===== config.mk =====
export PLATFORM = sky130hd
export DESIGN_NAME = mem_stage
export DESIGN_NICKNAME = d
export VERILOG_FILES = /design/src/rtl/mem_stage.sv
export SDC_FILE = /design/constraint.sdc
export NUM_CORES = 1
export LEC_CHECK = 0
export CAP_MARGIN = 20
export CORE_AREA = 3 3 264 266
export DETAILED_ROUTE_END_ITERATION = 6
export DIE_AREA = 0 0 267 269
export GPL_TIMING_DRIVEN = 0
export MAX_ROUTING_LAYER = met4
export PLACE_DENSITY = 0.58
export SYNTH_ARGS = -nofsm -noshare
export SYNTH_HDL_FRONTEND = slang
export SYNTH_SLANG_ARGS = --single-unit
export TNS_END_PERCENT = 10

===== constraint.sdc =====
create_clock -name clock -period 14.2 [get_ports clock]
set_input_delay 1.42 -clock clock [delete_from_list [all_inputs] [get_ports clock]]
set_output_delay 1.42 -clock clock [all_outputs]
set_load 0.05 [all_outputs]

===== src/rtl/mem_stage.sv =====
// Memory stage: issues one load/store at a time to the data cache, aligns and
// extends load data, and registers a writeback packet that also feeds the EX bypass.
module mem_stage #(
  parameter int XLEN   = 64,
  parameter int LREG_W = 5
) (
  input  logic              clock,
  input  logic              reset,
  input  logic              flush,
  input  logic              in_valid,
  output logic              in_ready,
  input  logic [LREG_W-1:0] in_rd,
  input  logic              in_need_to_wb,
  input  logic              in_is_load,
  input  logic              in_is_store,
  input  logic              in_is_unsigned,
  input  logic [3:0]        in_ls_size,
  input  logic [XLEN-1:0]   in_ls_address,
  input  logic [XLEN-1:0]   in_store_data,
  input  logic [XLEN-1:0]   in_ex_result,
  input  logic [XLEN-1:0]   in_pc,
  output logic              dreq_valid,
  input  logic              dreq_ready,
  output logic [XLEN-1:0]   dreq_addr,
  output logic              dreq_wen,
  output logic [XLEN-1:0]   dreq_wdata,
  output logic [7:0]        dreq_wmask,
  input  logic              dresp_valid,
  input  logic [XLEN-1:0]   dresp_data,
  output logic              out_valid,
  output logic [LREG_W-1:0] out_rd,
  output logic              out_need_to_wb,
  output logic [XLEN-1:0]   out_result,
  output logic [XLEN-1:0]   out_pc,
  output logic              out_misalign,
  output logic [LREG_W-1:0] mem_byp_rd,
  output logic              mem_byp_need_to_wb,
  output logic [XLEN-1:0]   mem_byp_result
);

  // state | meaning
  // IDLE  | ready for a new EX packet
  // REQ   | cache request held until dreq_ready
  // WAIT  | request accepted, awaiting dresp_valid (dropped if killed)
  typedef enum logic [1:0] {IDLE, REQ, WAIT} state_t;

  state_t state_q, state_d;
  logic killed_q, killed_d;

  logic            dreq_valid_q, dreq_valid_d;
  logic [XLEN-1:0] dreq_addr_q, dreq_addr_d;
  logic            dreq_wen_q, dreq_wen_d;
  logic [XLEN-1:0] dreq_wdata_q, dreq_wdata_d;
  logic [7:0]      dreq_wmask_q, dreq_wmask_d;

  logic [LREG_W-1:0] rd_q, rd_d;
  logic              need_wb_q, need_wb_d;
  logic              uns_q, uns_d;
  logic [1:0]        size_q, size_d;
  logic [2:0]        off_q, off_d;
  logic [XLEN-1:0]   pc_q, pc_d;

  logic              out_valid_q, out_valid_d;
  logic [LREG_W-1:0] out_rd_q, out_rd_d;
  logic              out_need_to_wb_q, out_need_to_wb_d;
  logic [XLEN-1:0]   out_result_q, out_result_d;
  logic [XLEN-1:0]   out_pc_q, out_pc_d;
  logic              out_misalign_q, out_misalign_d;

  logic            accept;
  logic            is_mem;
  logic [1:0]      in_sz;
  logic            misalign;
  logic [7:0]      size_mask;
  logic [2:0]      in_off;
  logic [XLEN-1:0] ld_shift;
  logic [XLEN-1:0] ld_data;

  assign in_ready = (state_q == IDLE);
  assign accept   = in_valid & in_ready & ~flush;
  assign is_mem   = in_is_load | in_is_store;
  assign in_off   = in_ls_address[2:0];

  // Anything other than a clean one-hot size is treated as a double.
  always_comb begin
    in_sz     = 2'd3;
    size_mask = 8'hFF;
    misalign  = |in_ls_address[2:0];
    case (in_ls_size)
      4'b0001: begin in_sz = 2'd0; size_mask = 8'h01; misalign = 1'b0;                 end
      4'b0010: begin in_sz = 2'd1; size_mask = 8'h03; misalign = in_ls_address[0];     end
      4'b0100: begin in_sz = 2'd2; size_mask = 8'h0F; misalign = |in_ls_address[1:0];  end
      default: ;
    endcase
  end

  assign ld_shift = dresp_data >> {off_q, 3'b000};

  always_comb begin
    ld_data = ld_shift;
    case (size_q)
      2'd0: ld_data = uns_q ? {{(XLEN-8){1'b0}},  ld_shift[7:0]}
                            : {{(XLEN-8){ld_shift[7]}},   ld_shift[7:0]};
      2'd1: ld_data = uns_q ? {{(XLEN-16){1'b0}}, ld_shift[15:0]}
                            : {{(XLEN-16){ld_shift[15]}}, ld_shift[15:0]};
      2'd2: ld_data = uns_q ? {{(XLEN-32){1'b0}}, ld_shift[31:0]}
                            : {{(XLEN-32){ld_shift[31]}}, ld_shift[31:0]};
      default: ;
    endcase
  end

  always_comb begin
    state_d          = state_q;
    killed_d         = killed_q;
    dreq_valid_d     = dreq_valid_q;
    dreq_addr_d      = dreq_addr_q;
    dreq_wen_d       = dreq_wen_q;
    dreq_wdata_d     = dreq_wdata_q;
    dreq_wmask_d     = dreq_wmask_q;
    rd_d             = rd_q;
    need_wb_d        = need_wb_q;
    uns_d            = uns_q;
    size_d           = size_q;
    off_d            = off_q;
    pc_d             = pc_q;
    out_valid_d      = 1'b0;
    out_rd_d         = out_rd_q;
    out_need_to_wb_d = out_need_to_wb_q;
    out_result_d     = out_result_q;
    out_pc_d         = out_pc_q;
    out_misalign_d   = out_misalign_q;

    case (state_q)
      IDLE: begin
        if (accept) begin
          if (is_mem && !misalign) begin
            state_d      = REQ;
            dreq_valid_d = 1'b1;
            dreq_addr_d  = {in_ls_address[XLEN-1:3], 3'b000};
            dreq_wen_d   = in_is_store;
            dreq_wdata_d = in_store_data << {in_off, 3'b000};
            dreq_wmask_d = size_mask << in_off;
            rd_d         = in_rd;
            need_wb_d    = in_need_to_wb & ~in_is_store;
            uns_d        = in_is_unsigned;
            size_d       = in_sz;
            off_d        = in_off;
            pc_d         = in_pc;
          end else begin
            out_valid_d      = 1'b1;
            out_rd_d         = in_rd;
            out_pc_d         = in_pc;
            out_misalign_d   = is_mem;
            out_need_to_wb_d = is_mem ? 1'b0 : in_need_to_wb;
            out_result_d     = is_mem ? in_ls_address : in_ex_result;
          end
        end
      end
      REQ: begin
        if (dreq_ready) begin
          dreq_valid_d = 1'b0;
          state_d      = WAIT;
          killed_d     = flush;
        end else if (flush) begin
          dreq_valid_d = 1'b0;
          state_d      = IDLE;
        end
      end
      WAIT: begin
        if (dresp_valid) begin
          state_d  = IDLE;
          killed_d = 1'b0;
          if (!killed_q && !flush) begin
            out_valid_d      = 1'b1;
            out_rd_d         = rd_q;
            out_pc_d         = pc_q;
            out_misalign_d   = 1'b0;
            out_need_to_wb_d = need_wb_q;
            out_result_d     = dreq_wen_q ? '0 : ld_data;
          end
        end else if (flush) begin
          killed_d = 1'b1;
        end
      end
      default: state_d = IDLE;
    endcase
  end

  always_ff @(posedge clock or posedge reset) begin
    if (reset) begin
      state_q          <= IDLE;
      killed_q         <= 1'b0;
      dreq_valid_q     <= 1'b0;
      dreq_addr_q      <= '0;
      dreq_wen_q       <= 1'b0;
      dreq_wdata_q     <= '0;
      dreq_wmask_q     <= '0;
      rd_q             <= '0;
      need_wb_q        <= 1'b0;
      uns_q            <= 1'b0;
      size_q           <= '0;
      off_q            <= '0;
      pc_q             <= '0;
      out_valid_q      <= 1'b0;
      out_rd_q         <= '0;
      out_need_to_wb_q <= 1'b0;
      out_result_q     <= '0;
      out_pc_q         <= '0;
      out_misalign_q   <= 1'b0;
    end else begin
      state_q          <= state_d;
      killed_q         <= killed_d;
      dreq_valid_q     <= dreq_valid_d;
      dreq_addr_q      <= dreq_addr_d;
      dreq_wen_q       <= dreq_wen_d;
      dreq_wdata_q     <= dreq_wdata_d;
      dreq_wmask_q     <= dreq_wmask_d;
      rd_q             <= rd_d;
      need_wb_q        <= need_wb_d;
      uns_q            <= uns_d;
      size_q           <= size_d;
      off_q            <= off_d;
      pc_q             <= pc_d;
      out_valid_q      <= out_valid_d;
      out_rd_q         <= out_rd_d;
      out_need_to_wb_q <= out_need_to_wb_d;
      out_result_q     <= out_result_d;
      out_pc_q         <= out_pc_d;
      out_misalign_q   <= out_misalign_d;
    end
  end

  assign dreq_valid         = dreq_valid_q;
  assign dreq_addr          = dreq_addr_q;
  assign dreq_wen           = dreq_wen_q;
  assign dreq_wdata         = dreq_wdata_q;
  assign dreq_wmask         = dreq_wmask_q;
  assign out_valid          = out_valid_q;
  assign out_rd             = out_rd_q;
  assign out_need_to_wb     = out_need_to_wb_q;
  assign out_result         = out_result_q;
  assign out_pc             = out_pc_q;
  assign out_misalign       = out_misalign_q;
  assign mem_byp_rd         = out_rd_q;
  assign mem_byp_need_to_wb = out_valid_q & out_need_to_wb_q;
  assign mem_byp_result     = out_result_q;

endmodule


==> impl_metrics.prom, run 1 <==
# TYPE chip_impl_metric gauge
chip_impl_info{name="outcome",value="completed"} 1
chip_impl_metric{name="die_y",unit="microns"} 269
chip_impl_metric{name="boundaryPins",unit=""} 684
chip_impl_info{name="min_path_type",value="reg -> reg"} 1
chip_impl_metric{name="clock_tree.buffer_depth",unit=""} 3
chip_impl_metric{name="antenna_left",unit=""} 0
chip_impl_info{name="rsz0062_at_grt",value="no"} 1
chip_impl_metric{name="synth-edff-count",unit=""} 0
chip_impl_metric{name="core.rowCount",unit=""} 95
chip_impl_metric{name="antenna_violations_before_repair",unit=""} 17
chip_impl_metric{name="die_area",unit="sq um"} 71800
chip_impl_metric{name="place_congestion",unit=""} 0.935
chip_impl_metric{name="highest_clock_rate",unit="MHz"} 209
chip_impl_metric{name="wire_length_reported_by_the_detailed_router",unit="mm"} 101
chip_impl_metric{name="detail_route.wl_per_cell",unit="microns"} 26.2
chip_impl_info{name="most-common-layout-cells",value="nand2_1 (711), clkdlybuf4s50_1 (675), dfrtp_1 (350), mux2i_1 (171), nor2_1 (143)"} 1
chip_impl_metric{name="post_synth_instance_area",unit="sq um"} 18900
chip_impl_metric{name="power.density_cell_area",unit="nW/um^2"} 184
chip_impl_metric{name="layout.nets",unit=""} 3258
chip_impl_metric{name="htree_num_levels",unit=""} 2
chip_impl_metric{name="tritoncts.num_buffers",unit=""} 43
chip_impl_metric{name="drive_above_1_share",unit=""} 0.0871
chip_impl_metric{name="max-cap-violations",unit=""} 0
chip_impl_metric{name="cts-resized-gates",unit=""} 0
chip_impl_metric{name="place.detailed.hpwl",unit="mm"} 80.5
chip_impl_metric{name="via_count_of_the_first_global_routing_pass",unit=""} 19800
chip_impl_metric{name="number_of_detailed_route_iterations_in_the_first_pass",unit=""} 6
chip_impl_info{name="worst_setup_path_end_kind",value="flop"} 1
chip_impl_metric{name="synth.lib_cells_used.distinct",unit=""} 52
chip_impl_info{name="cts_tree",value="built"} 1
chip_impl_metric{name="grt_overflow",unit=""} 0
chip_impl_metric{name="critical_path.n_buffers_inverters",unit=""} 3
chip_impl_metric{name="fp.coreArea",unit="sq um"} 67300
chip_impl_metric{name="timing.hold.ws",unit="ps"} 461
chip_impl_info{name="cp-start-kind",value="input pin"} 1
chip_impl_metric{name="post-route-min-period",unit="ps"} 4780
chip_impl_metric{name="initial_utilization",unit=""} 0.281
chip_impl_metric{name="crit_fanout",unit=""} 10
chip_impl_metric{name="clock_skew",unit="ps"} 30.9
chip_impl_info{name="layout.cells.most_common",value="nand2_1"} 1
chip_impl_metric{name="ys_async_sr_fraction",unit=""} 1.00
chip_impl_metric{name="grt_first_pass_wirelength",unit="mm"} 143
chip_impl_metric{name="vdd_ir_drop_max",unit="uV"} 93.9
chip_impl_metric{name="finish.cell_count_without_fillers",unit=""} 3840
chip_impl_metric{name="portBuffers",unit=""} 675
chip_impl_metric{name="cts_hold_buf",unit=""} 0
chip_impl_metric{name="place.detailed.instances",unit=""} 3747
chip_impl_info{name="start_to_end_type_of_the_worst_setup_path",value="in -> reg"} 1
chip_impl_metric{name="numClockSinks",unit=""} 350
chip_impl_metric{name="flow.area_growth_from_synthesis",unit="%"} 50.1
chip_impl_info{name="cells_along_the_critical_path",value="clkdlybuf4s50_1 > nor2_1 > buf_1 > buf_2 > mux2i_1 > o22ai_1 > o22a_1"} 1
chip_impl_metric{name="timing_hold_violations_final",unit=""} 0
chip_impl_metric{name="dieWidth",unit="microns"} 267
chip_impl_metric{name="worst_setup_hold_path_clk_slew",unit="ps"} 50
chip_impl_info{name="timing.critical_path.slowest_stage_cell",value="buf_1"} 1
chip_impl_metric{name="via_density",unit=""} 5.15
chip_impl_metric{name="syn_inst",unit=""} 2191
chip_impl_metric{name="synth_seq_cells",unit=""} 350
chip_impl_metric{name="drt_first_iter_violations",unit=""} 1378
chip_impl_info{name="synth_ff_type",value="dfrtp_1"} 1
chip_impl_metric{name="leakagePower",unit="nW"} 12.4
chip_impl_metric{name="final-max-slew-violation-count",unit=""} 0
chip_impl_metric{name="clock_insertion_delay_worst_skew",unit="ps"} 580
chip_impl_metric{name="largest_net_degree_at_the_start_of_global_routing",unit=""} 105
chip_impl_info{name="cell_chosen_for_the_clock_root",value="clkbuf_16"} 1
chip_impl_metric{name="drc",unit=""} 0
chip_impl_metric{name="finalSetupViolCount",unit=""} 0
chip_impl_metric{name="cts.repair_timing.setup_buffer_count",unit=""} 0
chip_impl_metric{name="max_slew_margin",unit=""} 0.276
chip_impl_metric{name="synth-warning-count",unit=""} 0
chip_impl_metric{name="final.period_utilization",unit=""} 0.337
chip_impl_metric{name="cp.arrival",unit="ps"} 5220
chip_impl_metric{name="critical_path_required",unit="ps"} 14640
chip_impl_metric{name="synthesis.area_per_instance",unit="sq um"} 8.62
chip_impl_metric{name="grt.total_usage",unit=""} 0.280
chip_impl_metric{name="synth.yosys.seq_area_share",unit=""} 0.464
chip_impl_metric{name="worst_path_largest_cell_delay",unit="ps"} 810
chip_impl_metric{name="detailroute.via_count",unit=""} 19800
chip_impl_info{name="path_delay_family",value="buffers and inverters"} 1
chip_impl_metric{name="worstMarginPinSlew",unit="ps"} 1090
[logic make-up (layout without fill, tap and decap cells)]
group	after synthesis	count (layout)	share of synthesized area
simple gates	974	974	0.206
flops	350	350	0.464
other cells	1	21	0.000198
compound gates	399	399	0.138
xor+xnor	2	2	0.000927
buf+inv	251	1007	0.0682
mux	214	214	0.123
[Yosys cell counts (3+ instances only)]
cell	number	area share
o22ai_1	25	0.0083
nand3b_1	4	0.0016
o221ai_1	8	0.0037
inv_1	7	0.0014
nand2_1	711	0.14
o31ai_1	3	0.0012
o21a_1	12	0.0048
mux2_2	32	0.019
a21bo_2	3	0.0016
a32oi_1	7	0.0032
and3_1	9	0.0030
buf_4	75	0.030
and2_1	3	0.00099
a31oi_1	79	0.026
o21ai_0	105	0.028
nor2b_1	9	0.0030
a21oi_1	67	0.018
a211oi_1	20	0.0079
o22a_1	24	0.011
a22oi_1	3	0.0012
nand3_1	27	0.0072
mux4_2	11	0.013
nor2_1	143	0.028
a21o_1	3	0.0012
nor3_1	38	0.010
clkbuf_1	96	0.019
mux2i_1	171	0.091
a221o_1	32	0.017
dfrtp_1	350	0.46
buf_2	51	0.014
buf_1	19	0.0038
nand2b_1	18	0.0060
nor4_1	3	0.00099
[flip-flops by register name, indices dropped and copies added, names as in the netlist, 2 cells and up]
register        flops
dreq_addr          61
dreq_wdata         64
dreq_wmask          8
mem_byp_rd          5
mem_byp_result     64
off_q               3
out_pc             64
pc_q               64
rd_q                5
size_q              2
state_q             2
[through the flow]
step,power [W],worst slack [ps],instance area [sq um],utilization,TNS [ps]
2_1_floorplan,0.00305,3070,18900,-,0
3_3_place_gp,0.00408,-1830,26700,0.398,-621980
3_5_place_dp,0.00410,8910,26900,0.400,0
4_1_cts,0.00525,9510,28300,0.421,0
5_1_grt,0.00543,9430,28400,0.421,0
6_report,0.00522,9420,28400,0.422,0
[worst paths after layout]
kind	to	cells after the start	from	slack (ps)
max	mem_byp_result[21]$_DFFE_PP0P_	7	in_is_store	9420
min	dreq_addr[45]$_DFFE_PP0P_	2	dreq_addr[45]$_DFFE_PP0P_	460
max reg2reg	mem_byp_result[21]$_DFFE_PP0P_	6	state_q[1]$_DFFE_PP0P_	10740
min reg2reg	dreq_addr[45]$_DFFE_PP0P_	2	dreq_addr[45]$_DFFE_PP0P_	460
max in group asynchronous	dreq_addr[59]$_DFFE_PP0P_	4	reset	11530
min in group asynchronous	out_pc[15]$_DFFE_PP0P_	2	reset	1330
[layout make-up]
type	count	area, sq um
repair buffers	681	6880
clock buffers	55	1190
diodes	18	45.0
well taps	873	1090
fillers	6657	38900
plain buffers	241	1250
flip-flops and latches	350	8760
multi-input cells	1592	8850
inverters	10	45.0
clock inverters	20	238
[power breakdown]
part | switching, W | leakage, nW | internal (W) | total [W]
Clock | 0.000465 | 0.701 | 0.000667 | 0.00113
Sequential | 0.000219 | 4.29 | 0.00127 | 0.00149
Combinational | 0.00171 | 7.37 | 0.000882 | 0.00259
Total | 0.00239 | 12.4 | 0.00282 | 0.00522
[per-layer routing]
layer,global-route usage,share of wire
met5,-,0
met4,0.0861,0.030
met3,0.0625,0.072
met2,0.459,0.48
met1,0.345,0.42
[worst min-delay path, cell delays in order, from the launching register on]
cell and delay, ps:
dfrtp_1 330, nand2_1 50, nand2_1 50
No activity file was read; power rests on OpenSTA's default activity.
==> run 2: changes to the inputs <==
Clock period 14.2 ns to 4.55 ns, I/O delays scaled along.
==> impl_metrics.prom, run 2 (synthesis gave the netlist of run 1 again) <==
# TYPE chip_impl_metric gauge
chip_impl_info{name="outcome",value="completed"} 1
chip_impl_metric{name="number_of_detailed_route_iterations_in_the_first_pass",unit=""} 5
chip_impl_metric{name="p_clk_frac",unit=""} 0.216
chip_impl_metric{name="cts_hold_buf",unit=""} 0
chip_impl_metric{name="stdcell_area",unit="sq um"} 28400
chip_impl_metric{name="tritoncts.num_buffers",unit=""} 43
chip_impl_metric{name="fin_ws",unit="ps"} 670
chip_impl_info{name="rsz0062_at_grt",value="no"} 1
chip_impl_metric{name="worstMarginPinSlew",unit="ps"} 1140
chip_impl_metric{name="finalSetupViolCount",unit=""} 0
chip_impl_info{name="busiest_layer_in_global_routing",value="met2"} 1
chip_impl_metric{name="final-max-slew-violation-count",unit=""} 0
chip_impl_info{name="worst_path_most_repeated_cell",value="buf_1"} 1
chip_impl_info{name="layout.cells.most_common",value="nand2_1"} 1
chip_impl_metric{name="cp.arrival",unit="ps"} 4340
chip_impl_metric{name="core.rowCount",unit=""} 95
chip_impl_metric{name="switching_share_of_power",unit=""} 0.457
chip_impl_metric{name="gr-usage-met2",unit=""} 0.473
chip_impl_info{name="cts_tree",value="built"} 1
chip_impl_metric{name="highest_clock_rate",unit="MHz"} 258
chip_impl_metric{name="clock_tree.buffer_depth",unit=""} 3
chip_impl_metric{name="via_density",unit=""} 5.10
chip_impl_metric{name="initial_utilization",unit=""} 0.281
chip_impl_info{name="path_delay_family",value="buffers and inverters"} 1
chip_impl_info{name="cells_along_the_critical_path",value="clkdlybuf4s50_1 > nor2_1 > buf_1 > buf_1 > mux2i_1 > o221ai_1 > o21a_1"} 1
chip_impl_metric{name="groute.layer.met1.usage",unit=""} 0.350
chip_impl_metric{name="die_y",unit="microns"} 269
chip_impl_metric{name="fp.coreArea",unit="sq um"} 67300
chip_impl_metric{name="layout.nets",unit=""} 3263
chip_impl_metric{name="via_count_of_the_first_global_routing_pass",unit=""} 19700
chip_impl_metric{name="detailroute.via_count",unit=""} 19600
chip_impl_metric{name="vdd_ir_drop_max",unit="uV"} 347
chip_impl_metric{name="num-fill-cells",unit=""} 6645
chip_impl_metric{name="numClockSinks",unit=""} 350
chip_impl_metric{name="antenna_violations_before_repair",unit=""} 22
chip_impl_metric{name="portBuffers",unit=""} 675
chip_impl_info{name="timing.critical_path.slowest_stage_cell",value="buf_1"} 1
chip_impl_metric{name="die_area",unit="sq um"} 71800
chip_impl_metric{name="boundaryPins",unit=""} 684
chip_impl_metric{name="place_congestion",unit=""} 0.913
chip_impl_metric{name="grt.total_usage",unit=""} 0.281
chip_impl_metric{name="largest_net_degree_at_the_start_of_global_routing",unit=""} 42
chip_impl_metric{name="max_slew_margin",unit=""} 0.240
chip_impl_metric{name="worst-r2r-cell-count",unit=""} 7
chip_impl_metric{name="dieWidth",unit="microns"} 267
chip_impl_info{name="most-common-layout-cells",value="nand2_1 (711), clkdlybuf4s50_1 (675), dfrtp_1 (350), mux2i_1 (171), nor2_1 (143)"} 1
chip_impl_metric{name="global_route.usage.met3",unit=""} 0.0519
chip_impl_metric{name="flow.area_growth_from_synthesis",unit="%"} 50.6
chip_impl_metric{name="setup_total_negative_slack",unit="ps"} 0
chip_impl_metric{name="drt_first_iter_violations",unit=""} 1354
chip_impl_metric{name="grt_first_pass_wirelength",unit="mm"} 143
chip_impl_metric{name="clock_skew",unit="ps"} 9.41
chip_impl_metric{name="seq_power_share",unit=""} 0.286
chip_impl_metric{name="internal_power_component",unit="W"} 0.00886
chip_impl_metric{name="place_worst_setup_slack",unit="ps"} 168
chip_impl_info{name="cell_chosen_for_the_clock_root",value="clkbuf_16"} 1
chip_impl_metric{name="post_dp_cell_area",unit="sq um"} 26900
chip_impl_metric{name="critical_path.n_buffers_inverters",unit=""} 3
chip_impl_metric{name="clock_insertion_delay_worst_skew",unit="ps"} 570
chip_impl_metric{name="worst_setup_hold_path_clk_slew",unit="ps"} 60
chip_impl_metric{name="wire_length_reported_by_the_detailed_router",unit="mm"} 101
chip_impl_metric{name="max-cap-violations",unit=""} 0
chip_impl_metric{name="critical_path_required",unit="ps"} 5010
chip_impl_metric{name="timing_hold_violations_final",unit=""} 0
chip_impl_metric{name="leakagePower",unit="nW"} 12.4
chip_impl_metric{name="drive_above_1_share",unit=""} 0.0877
chip_impl_metric{name="power.share.combinational",unit=""} 0.498
chip_impl_info{name="min_path_type",value="in -> async"} 1
chip_impl_metric{name="place.detailed.hpwl",unit="mm"} 81.5
chip_impl_info{name="worst_setup_path_end_kind",value="flop"} 1
chip_impl_metric{name="cts-resized-gates",unit=""} 0
chip_impl_metric{name="drc",unit=""} 0
chip_impl_metric{name="grt_overflow",unit=""} 0
chip_impl_metric{name="htree_num_levels",unit=""} 2
chip_impl_info{name="start_to_end_type_of_the_worst_setup_path",value="in -> reg"} 1
chip_impl_metric{name="detail_route.wl_per_cell",unit="microns"} 26.4
chip_impl_metric{name="final.period_utilization",unit=""} 0.853
chip_impl_metric{name="cts.repair_timing.setup_buffer_count",unit=""} 0
chip_impl_metric{name="post-route-min-period",unit="ps"} 3880
chip_impl_metric{name="final_core_util",unit=""} 0.423
chip_impl_metric{name="power.density_cell_area",unit="nW/um^2"} 573
chip_impl_metric{name="p_switching",unit="W"} 0.00744
chip_impl_metric{name="critical_path_depth",unit=""} 7
chip_impl_metric{name="antenna_left",unit=""} 0
chip_impl_metric{name="crit_fanout",unit=""} 10
chip_impl_metric{name="worst_path_largest_cell_delay",unit="ps"} 910
chip_impl_info{name="cp-start-kind",value="input pin"} 1
==> run 2: cell count changes in the layout (fill, tap and decap cells not counted) <==
cell and change:
clkbuf_1 +1, clkinvlp_4 -1, clkbuf_8 +3, buf_16 -3
inv_8 -1, buf_8 -2, buf_12 +9, clkinv_2 -3
diode_2 +1, buf_6 +1, inv_6 -1
==> run 2: path summary, 6_finish.rpt <==
kind / startpoint / endpoint / slack (ps)
worst min-delay path: reset / dreq_addr[15]$_DFFE_PP0P_ / 340
min in group clock: in_ls_size[1] / size_q[0]$_DFFE_PP0P_ / 360
worst min register to register: pc_q[11]$_DFFE_PP0P_ / pc_q[11]$_DFFE_PP0P_ / 460
worst max register to register: state_q[1]$_DFFE_PP0P_ / mem_byp_result[7]$_DFFE_PP0P_ / 1160
worst max-delay path: in_is_store / mem_byp_result[3]$_DFFE_PP0P_ / 670
max in group asynchronous: reset / dreq_wdata[30]$_DFFE_PP0P_ / 2700
==> run 2: worst reg2reg max path, stage by stage, from the launching register on <==
cell	delay, ps
dfrtp_1	460
nor2b_1	380
clkbuf_1	480
clkbuf_1	720
clkbuf_1	850
o22ai_1	210
nand2_1	120
nand2_1	50
==> run 2: layout make-up <==
class | count | area [sq um] | area share
flip-flops and latches | 350 | 8760 | 0.308
clock inverters | 14 | 199 | 0.00699
repair buffers | 686 | 6960 | 0.245
clock buffers | 59 | 1240 | 0.0435
inverters | 10 | 41.3 | 0.00145
well taps | 873 | 1090 | 0.0384
plain buffers | 241 | 1250 | 0.0440
diodes | 19 | 47.5 | 0.00167
multi-input cells | 1592 | 8850 | 0.311
==> run 2: per-stage QoR <==
stage	cells	power, W	hold WS [ps]
after CTS	3824	0.0164	322
after global placement	3741	0.0128	448
after global routing	3844	0.0170	362
final	3844	0.0163	339
after floorplan	2193	0.00953	439
after detailed placement	3751	0.0128	456
==> run 2: routing by layer <==
metal | wire (microns) | vias to the layer above
met4 | 2370 | 0
met3 | 6200 | 128
met2 | 49700 | 753
met5 | 0 | -
met1 | 43100 | 9813
li1 | - | 8905
==> run 2: power by group through the flow <==
stage,clock network [W],logic (W),registers (W)
floorplan,0,0.00274,0.00679
global placement,0,0.00808,0.00468
detailed placement,0,0.00814,0.00470
CTS,0.00363,0.00816,0.00466
global route,0.00373,0.00849,0.00476
finish,0.00352,0.00811,0.00467
